--- src/rtl/io_map_pkg.sv ---
// Shared address map, device enum and posted-write entry type for the MMIO write bridge.
package io_map_pkg;

  localparam int unsigned DATA_W = 32;
  localparam int unsigned OFF_W  = 3;

  localparam logic [31:0] TIMER_BASE_DEF = 32'h0000_7F00;
  localparam logic [31:0] TUBE_BASE_DEF  = 32'h0000_7F20;
  localparam logic [31:0] SW_BASE_DEF    = 32'h0000_7F40;

  // Window sizes in bytes: timer 3 words, tube 5 words, switch 2 words
  localparam logic [31:0] TIMER_SPAN = 32'd12;
  localparam logic [31:0] TUBE_SPAN  = 32'd20;
  localparam logic [31:0] SW_SPAN    = 32'd8;

  typedef enum logic [1:0] {
    DEV_NONE  = 2'd0,
    DEV_TIMER = 2'd1,
    DEV_TUBE  = 2'd2,
    DEV_SW    = 2'd3
  } dev_e;

  typedef struct packed {
    dev_e              dev;
    logic [OFF_W-1:0]  off;
    logic [DATA_W-1:0] data;
  } wentry_t;

  function automatic logic in_window(input logic [31:0] addr,
                                     input logic [31:0] base,
                                     input logic [31:0] span);
    return (addr >= base) && (addr < (base + span));
  endfunction

endpackage

--- src/rtl/iob_wfifo.sv ---
// Posted-write FIFO of wentry_t; head entry is read combinationally.
module iob_wfifo
  import io_map_pkg::*;
#(
  parameter  int unsigned DEPTH = 4,
  localparam int unsigned AW    = $clog2(DEPTH),
  localparam int unsigned CW    = AW + 1
) (
  input  logic          CLK,
  input  logic          RST,
  input  logic          push,
  input  logic          pop,
  input  wentry_t       wdata,
  output wentry_t       head,
  output logic          full,
  output logic          empty,
  output logic [CW-1:0] count
);

  wentry_t         mem [DEPTH];
  logic [AW-1:0]   wr_ptr;
  logic [AW-1:0]   rd_ptr;
  logic            do_push;
  logic            do_pop;

  assign full    = (count == CW'(DEPTH));
  assign empty   = (count == '0);
  assign do_push = push & ~full;
  assign do_pop  = pop & ~empty;
  assign head    = mem[rd_ptr];

  always_ff @(posedge CLK) begin
    if (do_push) begin
      mem[wr_ptr] <= wdata;
    end
  end

  // Pointers wrap naturally because DEPTH is a power of two
  always_ff @(posedge CLK) begin
    if (RST) begin
      wr_ptr <= '0;
      rd_ptr <= '0;
      count  <= '0;
    end else begin
      if (do_push) wr_ptr <= wr_ptr + AW'(1);
      if (do_pop)  rd_ptr <= rd_ptr + AW'(1);
      unique case ({do_push, do_pop})
        2'b10:   count <= count + CW'(1);
        2'b01:   count <= count - CW'(1);
        default: count <= count;
      endcase
    end
  end

endmodule

--- src/rtl/io_write_bridge.sv ---
// CPU MMIO bridge: decodes accesses, posts stores through iob_wfifo and drains them in order.
// Optional same-cycle write bypass on an empty FIFO is enabled by defining IOB_BYPASS_EN.
module io_write_bridge
  import io_map_pkg::*;
#(
  parameter int unsigned FIFO_DEPTH = 4,
  parameter logic [31:0] TIMER_BASE = TIMER_BASE_DEF,
  parameter logic [31:0] TUBE_BASE  = TUBE_BASE_DEF,
  parameter logic [31:0] SW_BASE    = SW_BASE_DEF
) (
  input  logic              CLK,
  input  logic              RST,
  input  logic [31:0]       PrAddr,
  input  logic [DATA_W-1:0] PrWD,
  input  logic              PrWE,
  input  logic              PrRE,
  output logic [DATA_W-1:0] PrRD,
  output logic              PrStall,
  output logic [OFF_W-1:0]  DevAddr,
  output logic [DATA_W-1:0] DevWD,
  output logic              WeTimer,
  output logic              WeTube,
  output logic              WeSw,
  input  logic              DevReady,
  input  logic [DATA_W-1:0] RdTimer,
  input  logic [DATA_W-1:0] RdTube,
  input  logic [DATA_W-1:0] RdSw
);

  localparam int unsigned FIFO_CW = $clog2(FIFO_DEPTH) + 1;

  dev_e               pr_dev;
  logic [OFF_W-1:0]   pr_off;
  logic               mapped;
  logic               rd_only;
  logic               bypass;
  logic               full_stall;
  logic               rd_stall;
  logic               push;
  logic               pop;
  wentry_t            push_entry;
  wentry_t            head;
  logic               fifo_full;
  logic               fifo_empty;
  logic [FIFO_CW-1:0] fifo_count;

  // Address decode into device select and word offset
  always_comb begin
    pr_dev = DEV_NONE;
    pr_off = '0;
    if (in_window(PrAddr, TIMER_BASE, TIMER_SPAN)) begin
      pr_dev = DEV_TIMER;
      pr_off = OFF_W'((PrAddr - TIMER_BASE) >> 2);
    end else if (in_window(PrAddr, TUBE_BASE, TUBE_SPAN)) begin
      pr_dev = DEV_TUBE;
      pr_off = OFF_W'((PrAddr - TUBE_BASE) >> 2);
    end else if (in_window(PrAddr, SW_BASE, SW_SPAN)) begin
      pr_dev = DEV_SW;
      pr_off = OFF_W'((PrAddr - SW_BASE) >> 2);
    end
  end

  assign mapped  = (pr_dev != DEV_NONE);
  assign rd_only = PrRE & ~PrWE;

`ifdef IOB_BYPASS_EN
  assign bypass = PrWE & mapped & fifo_empty & DevReady;
`else
  assign bypass = 1'b0;
`endif

  // Full stall is conservative: a same-cycle pop does not release it
  assign full_stall = PrWE & mapped & fifo_full;
  assign rd_stall   = rd_only & (fifo_count != '0);
  assign PrStall    = full_stall | rd_stall;

  assign push       = PrWE & mapped & ~PrStall & ~bypass;
  assign pop        = ~fifo_empty & DevReady;
  assign push_entry = '{dev: pr_dev, off: pr_off, data: PrWD};

  iob_wfifo #(
    .DEPTH (FIFO_DEPTH)
  ) u_fifo (
    .CLK   (CLK),
    .RST   (RST),
    .push  (push),
    .pop   (pop),
    .wdata (push_entry),
    .head  (head),
    .full  (fifo_full),
    .empty (fifo_empty),
    .count (fifo_count)
  );

  // Device-side mux: FIFO head has priority, then the bypassed CPU store
  always_comb begin
    DevAddr = pr_off;
    DevWD   = '0;
    WeTimer = 1'b0;
    WeTube  = 1'b0;
    WeSw    = 1'b0;
    if (!fifo_empty) begin
      DevAddr = head.off;
      DevWD   = head.data;
      WeTimer = (head.dev == DEV_TIMER);
      WeTube  = (head.dev == DEV_TUBE);
      WeSw    = (head.dev == DEV_SW);
    end else if (bypass) begin
      DevWD   = PrWD;
      WeTimer = (pr_dev == DEV_TIMER);
      WeTube  = (pr_dev == DEV_TUBE);
      WeSw    = (pr_dev == DEV_SW);
    end
  end

  // Read data only once all posted writes have drained
  always_comb begin
    PrRD = '0;
    if (rd_only && fifo_empty) begin
      unique case (pr_dev)
        DEV_TIMER: PrRD = RdTimer;
        DEV_TUBE:  PrRD = RdTube;
        DEV_SW:    PrRD = RdSw;
        default:   PrRD = '0;
      endcase
    end
  end

endmodule

--- config.mk ---
export PLATFORM = sky130hd
export DESIGN_NAME = io_write_bridge
export DESIGN_NICKNAME = d
export VERILOG_FILES = /design/src/rtl/io_map_pkg.sv /design/src/rtl/iob_wfifo.sv /design/src/rtl/io_write_bridge.sv
export SDC_FILE = /design/constraint.sdc
export NUM_CORES = 1
export LEC_CHECK = 0
export CORE_MARGIN = 2
export CORE_UTILIZATION = 42
export CTS_BUF_LIST = sky130_fd_sc_hd__clkbuf_8
export CTS_CLUSTER_DIAMETER = 30
export DETAILED_ROUTE_END_ITERATION = 16
export GPL_ROUTABILITY_DRIVEN = 0
export PLACE_DENSITY = 0.84
export SLEW_MARGIN = 20
export SYNTH_ARGS = -nofsm -noshare
export SYNTH_HDL_FRONTEND = slang
export SYNTH_SLANG_ARGS = --single-unit
--- constraint.sdc ---
create_clock -name CLK -period 2.9 [get_ports CLK]
set_input_delay 0.435 -clock CLK [delete_from_list [all_inputs] [get_ports CLK]]
set_output_delay 0.435 -clock CLK [all_outputs]
set_load 0.03 [all_outputs]
# Word level (Yosys, flattened, before mapping)
# Memories as Yosys holds them, arrays and structs flattened. A register that Yosys moved wholly into a read port is not among the register bits.
# Cells that the tools add are included.
# op_classes
add_sub_neg	7
n_mul	0
div	0
magnitude_cmp	6
n_eq_ne	9
shifts	0
muxes	18
bitwise	13
reduce_logical	8
# ops
cell	n
>= comparator 32 x 15 -> 1 bit (second input constant)	3
< comparator 32 x 15 -> 1 bit (second input constant)	3
case mux 32 bit (3 select lines)	1
2-to-1 mux 32 bit	2
subtractor 5 x 1 -> 5 bit (second input constant)	3
2-to-1 mux 3 bit	4
equality test 2 bit (second input constant)	5
2-to-1 mux 2 bit	5
AND 1 bit	8
equality test 2 x 1 -> 1 bit (second input constant)	3
case mux 3 bit (2 select lines)	1
2-to-1 mux 1 bit	5
adder 2 x 1 -> 2 bit (second input constant)	2
logical AND 1 bit	4
NOT 1 bit	4
nonzero test 2 bit	2
adder 3 x 1 -> 3 bit (second input constant)	1
equality test 3 bit (second input constant)	1
logical NOT 3 bit	1
nonzero test 3 bit	1
subtractor 3 x 1 -> 3 bit (second input constant)	1
bitwise OR 1 bit	1
# word_totals
regBits	7
latchBits	0
ram_bits	148
rom_bits	0
elab_cells	65
memories	1
# mem_list
name	depth	width	rd	rd_clocked_by_memory_dff	wr	line_no	text
u_fifo.mem	4	37	1	1	1	iob_wfifo.sv:20	wentry_t mem [DEPTH];

# Depth between registers and ports, before layout
# logic_depth
depth_word	14
depth_mapped	11
ltp_nobuf	11

# By module
# A second synthesis with hierarchy kept.
# unflattened
hier_cells	421
hier_area_um2	7114.3
# by_module_without_submodules
mod	instances	cells_each	area_each_um2
iob_wfifo	1	247	5870.6
io_write_bridge	1	174	1243.7

# Worst setup path after synthesis
# OpenSTA, ideal clock, no wires.
# synth_timing
path_type	input-to-reg
startpoint	input port PrAddr[3]
endpoint	memory u_fifo.mem[0][0] (netlist name) (enable)
arrival_time_ns	2.448
setup_slack_ns	0.055
cell_stages	4
path_buffers	0
path_cell_list	or3_4 -> o31a_2 -> a211oi_1 -> and3_1
# synth_via
elab_chain_cells	14
# synth_rtl
item	line_no	text
start: declaration	io_write_bridge.sv:13	input logic [31:0] PrAddr,
>= comparator 32 x 15 -> 1 bit / < comparator 32 x 15 -> 1 bit (equally long branches)	io_map_pkg.sv:32	return (addr >= base) && (addr < (base + span));
logical AND 1 bit	io_map_pkg.sv:32	
2-to-1 mux 2 bit	io_write_bridge.sv:57	end else if (in_window(PrAddr, SW_BASE, SW_SPAN)) begin
2-to-1 mux 2 bit	io_write_bridge.sv:54	end else if (in_window(PrAddr, TUBE_BASE, TUBE_SPAN)) begin
2-to-1 mux 2 bit (*)	io_write_bridge.sv:51	if (in_window(PrAddr, TIMER_BASE, TIMER_SPAN)) begin
nonzero test 2 bit (*)	io_write_bridge.sv:63	assign mapped = (pr_dev != DEV_NONE);
AND 1 bit (*)	io_write_bridge.sv:73, io_write_bridge.sv:77	
AND 1 bit	io_write_bridge.sv:73	assign full_stall = PrWE & mapped & fifo_full;
bitwise OR 1 bit	io_write_bridge.sv:75	assign PrStall = full_stall | rd_stall;
NOT 1 bit	io_write_bridge.sv:77	assign push = PrWE & mapped & ~PrStall & ~bypass;
AND 1 bit (*)	io_write_bridge.sv:77	
AND 1 bit (*)	iob_wfifo.sv:28	assign do_push = push & ~full;
2-to-1 mux 1 bit (*)	iob_wfifo.sv:33	if (do_push) begin
2-to-1 mux 1 bit (implied by the code) (*)	iob_wfifo.sv:34	mem[wr_ptr] <= wdata;
end: declaration	iob_wfifo.sv:20	
# Mark *: on every way between the ends. The rest lies on a longest branch, timed or not.

# Worst setup path after layout
# layout_timing
startpoint	input port PrAddr[6]
endpoint	output port PrRD[15]
# layout_via
elab_chain_cells	8
# layout_rtl
item	line_no	text
>= comparator 32 x 15 -> 1 bit / < comparator 32 x 15 -> 1 bit (equally long branches)	io_map_pkg.sv:32	
logical AND 1 bit	io_map_pkg.sv:32	
2-to-1 mux 2 bit	io_write_bridge.sv:57	
2-to-1 mux 2 bit	io_write_bridge.sv:54	
2-to-1 mux 2 bit (*)	io_write_bridge.sv:51	
equality test 2 bit / equality test 2 x 1 -> 1 bit (equally long branches)	io_write_bridge.sv:120	unique case (pr_dev)
case mux 32 bit (3 select lines) (*)	io_write_bridge.sv:120	
2-to-1 mux 32 bit (*)	io_write_bridge.sv:119	if (rd_only && fifo_empty) begin
end: declaration	io_write_bridge.sv:17	output logic [DATA_W-1:0] PrRD,
# Marks and branches as above.

==> results.toml <==
[run_status]
outcome = "complete, but fails checks"
violations = "negative setup slack"

[global_route]
grt_pass1_wl_mm = 33.0
grt_use_total_pct = 26.1
overflow = 0
grt_pass1_vias = 5626
antenna_found_initial = 1
grt_max_degree = 38

[sta]
worst_pin_slew_ns = 0.770
fmax_ghz = 0.341
period_share_pct = 101
slew_violations = 0
setup_violations = 15
setup_ws_ns = -0.0357
hold_ws_ns = 0.534
finalHoldViolations = 0
period_minus_slack_ns = 2.94
max_slew_margin_pct = 48.7
finClkSkew_ns = 0.0178

[critical_path]
worstPathArrival_ns = 2.50
end_kind = "primary output"
r2r_slack_ns = 0.57
startpoint_type = "input pin"
worstReg2RegStart = "u_fifo.count[0]$_SDFFE_PP0P_"
worstReg2RegEnd = "u_fifo.count[1]$_SDFFE_PP0P_"
ff2ff_path_depth = 11
critPathKind = "input pin to primary output"
cp_max_fo = 6
critical_path_required_ns = 2.47

[die]
io_pins = 236
dieArea_um2 = 17300
core_um2 = 15900
die_h_um = 132
die-width_um = 132
start_util_pct = 43.0
rows = 46

[drt]
dr.first_iter.drc_count = 611
drt-total-wl_mm = 23.1
wl_per_cell_um = 24.7
avgViaCountPerCell = 5.64
drc = 0
final_antenna_net_count = 0
vias = 5270
firstDrtPassIters = 8

[cells_and_area]
layout.nets = 875
post-route-util_pct = 68.7
stdcell_count = 934
drive_above_1_share_pct = 31.7
design_area_um2 = 10900
syn_to_final_growth_pct = 59.7

[synth]
synth.area.top_cells = "edfxtp_1 65%, mux4_2 12%, a222oi_1 4.7%, and2_1 3.4%, dfxtp_1 2.6%"
synthArstFlopShare_pct = 0
synth_nets = 575
synthFlopType = "edfxtp_1"
synth_seq_cells = 157
synth.avg_cell_area_um2 = 16.9
yosysTopAreaCell = "edfxtp_1"
syn_inst = 404
synthesis.area_um2 = 6830
synth_cell_types = 42
seq_area_frac_synth_pct = 67.7
yosys_warnings = 0
synth_top_cell_area_share_pct = 65.0
synth_edf_count = 148

[cts]
cts_tree = "built"
numCtsBuffers = 17
h-tree-depth = 4
clk_pin_slew_ns = 0.09
clk_path_buf_depth = 2
clock_sinks = 157
hold_buffers = 0
ctsRootBufferMaster = "clkbuf_8"
worstSkewPairLatency_ns = 0.44

[power]
power_per_cell_area_nw_per_um2 = 422
intPower_mw = 3.66
power_frac_clock_pct = 36.9
power_switching_mw = 0.946
peakVddDrop_mv = 0.250
p_seq_share_pct = 53.5
combPwrFrac_pct = 9.5
swShare_pct = 20.5
p_leak_nw = 4.15

[placement]
hpwlAfterDp_mm = 16.8
place_ws_ns = -0.358
io_buffers = 233
dp_cells = 894
dpl-instance-area_um2 = 10100

[min_path]
hold_path.startpoint = "u_fifo.wr_ptr[1]$_SDFFE_PP0P_"
worstHoldEndpoint = "u_fifo.wr_ptr[1]$_SDFFE_PP0P_"
min_path_cells = 2
hold_path.class = "flop to flop"

[job]
maxCapViolCount = 0
[cells in the mapped netlist, types with 2 or more instances]
cell and n:
nand3_1 4, clkbuf_1 16, nor3_1 2, nor2_1 48, inv_1 7, nand4_1 2
o21ai_0 4, dfxtp_1 9, a31oi_1 2, nand2_1 3, buf_6 3, or3_1 2
mux4_2 37, edfxtp_1 148, a21oi_1 4, nor4_1 3, buf_1 2, a222oi_1 32
and3_1 5, and2_1 37, ha_1 5, or2_2 2, xor2_1 3, buf_2 4
mux2_2 3
[logic make-up (layout without fill, tap and decap cells)]
family                   Yosys count  count (layout)  synth area share [%]
flip-flops                       157             157                  67.7
other                              0               1                     0
AND/OR/NAND/NOR                  115             115                  8.86
buffers and inverters             32             345                  2.16
AO/OA/AOI/OAI                     50              50                  6.89
XOR/XNOR                           4               4                 0.513
multiplexers                      40              40                  12.7
adder cells (fa/ha/maj)            6               6                  1.21
[per-stage QoR]
step	power [mW]	setup TNS [ns]
CTS	4.61	-0.00209
global placement	2.92	-3.08
floorplan	2.58	0
finish	4.61	-0.269
global route	4.76	-1.24
detailed placement	2.93	-4.82
[registers in the layout (all words and copies together), names as in the netlist, named ones only]
register / count
u_fifo.rd_ptr: 2
u_fifo.count: 3
u_fifo.wr_ptr: 2
u_fifo.mem: 148
[repair_timing]
action                     4_1_cts  5_1_grt
resized for setup               73       67
setup buffers                    3        2
cloned                           2        0
setup endpoints to repair       69       59
pin swaps                       12       15
[layer usage]
metal | wire (um) | vias up | GRT usage, % | part of all wire [%]
met2 | 11600 | 341 | 45.1 | 50
li1 | - | 2263 | - | -
met4 | 1990 | 0 | 18.9 | 8.6
met1 | 7530 | 2566 | 27.0 | 33
met5 | 0 | - | 0 | 0
met3 | 1900 | 100 | 7.52 | 8.2
[power by group through the flow]
stage                     Combinational, mW  Clock (mW)  Sequential [mW]
after global routing                  0.451        1.84             2.47
after floorplan                      0.0614           0             2.52
after CTS                             0.416        1.73             2.47
after detailed placement              0.409           0             2.52
final                                 0.440        1.70             2.47
after global placement                0.403           0             2.52
[how the worst max path moves through the flow]
| stage | start | end | slack, ns |
|---|---|---|---|
| final | PrAddr[6] | PrRD[15] | -0.04 |
| after global routing | PrAddr[18] | PrRD[5] | -0.07 |
| after CTS | PrAddr[6] | PrRD[2] | -0.002 |
| after detailed placement | PrAddr[6] | PrRD[2] | -0.36 |
| after global placement | PrAddr[6] | PrRD[2] | -0.35 |
| after floorplan | PrAddr[3] | u_fifo.mem[0][0]$_DFFE_PP_ | 0.05 |
[worst max-delay path, cell delays in order]
cell and delay, ns:
dlygate4sd2_1 0.29, or2_4 0.27, o21ai_4 0.15, a31oi_4 0.05, buf_6 0.14, buf_6 0.13, a222oi_1 0.63, buf_4 0.23
nor2_2 0.04, buf_12 0.13
[area by class of cell]
class | instances | area (um2)
inverters | 7 | 26.3
fillers | 1023 | 4970
well taps | 216 | 270
clock buffers | 17 | 234
multi-input cells | 215 | 2290
repair buffers | 306 | 3270
diodes | 1 | 2.50
clock inverters | 15 | 194
flip-flops and latches | 157 | 4630
[layout by cell type, fill, tap and decap left out, types with 17 or more instances in the layout]
cell type	count
edfxtp_1	148
clkdlybuf4s50_1	141
buf_4	60
mux4_2	37
and2_1	34
a222oi_1	32
nor2_1	30
buf_12	27
dlygate4sd2_1	25
dlymetal6s2s_1	23
buf_6	20
clkbuf_8	17
No activity file was read; power rests on OpenSTA's default activity.
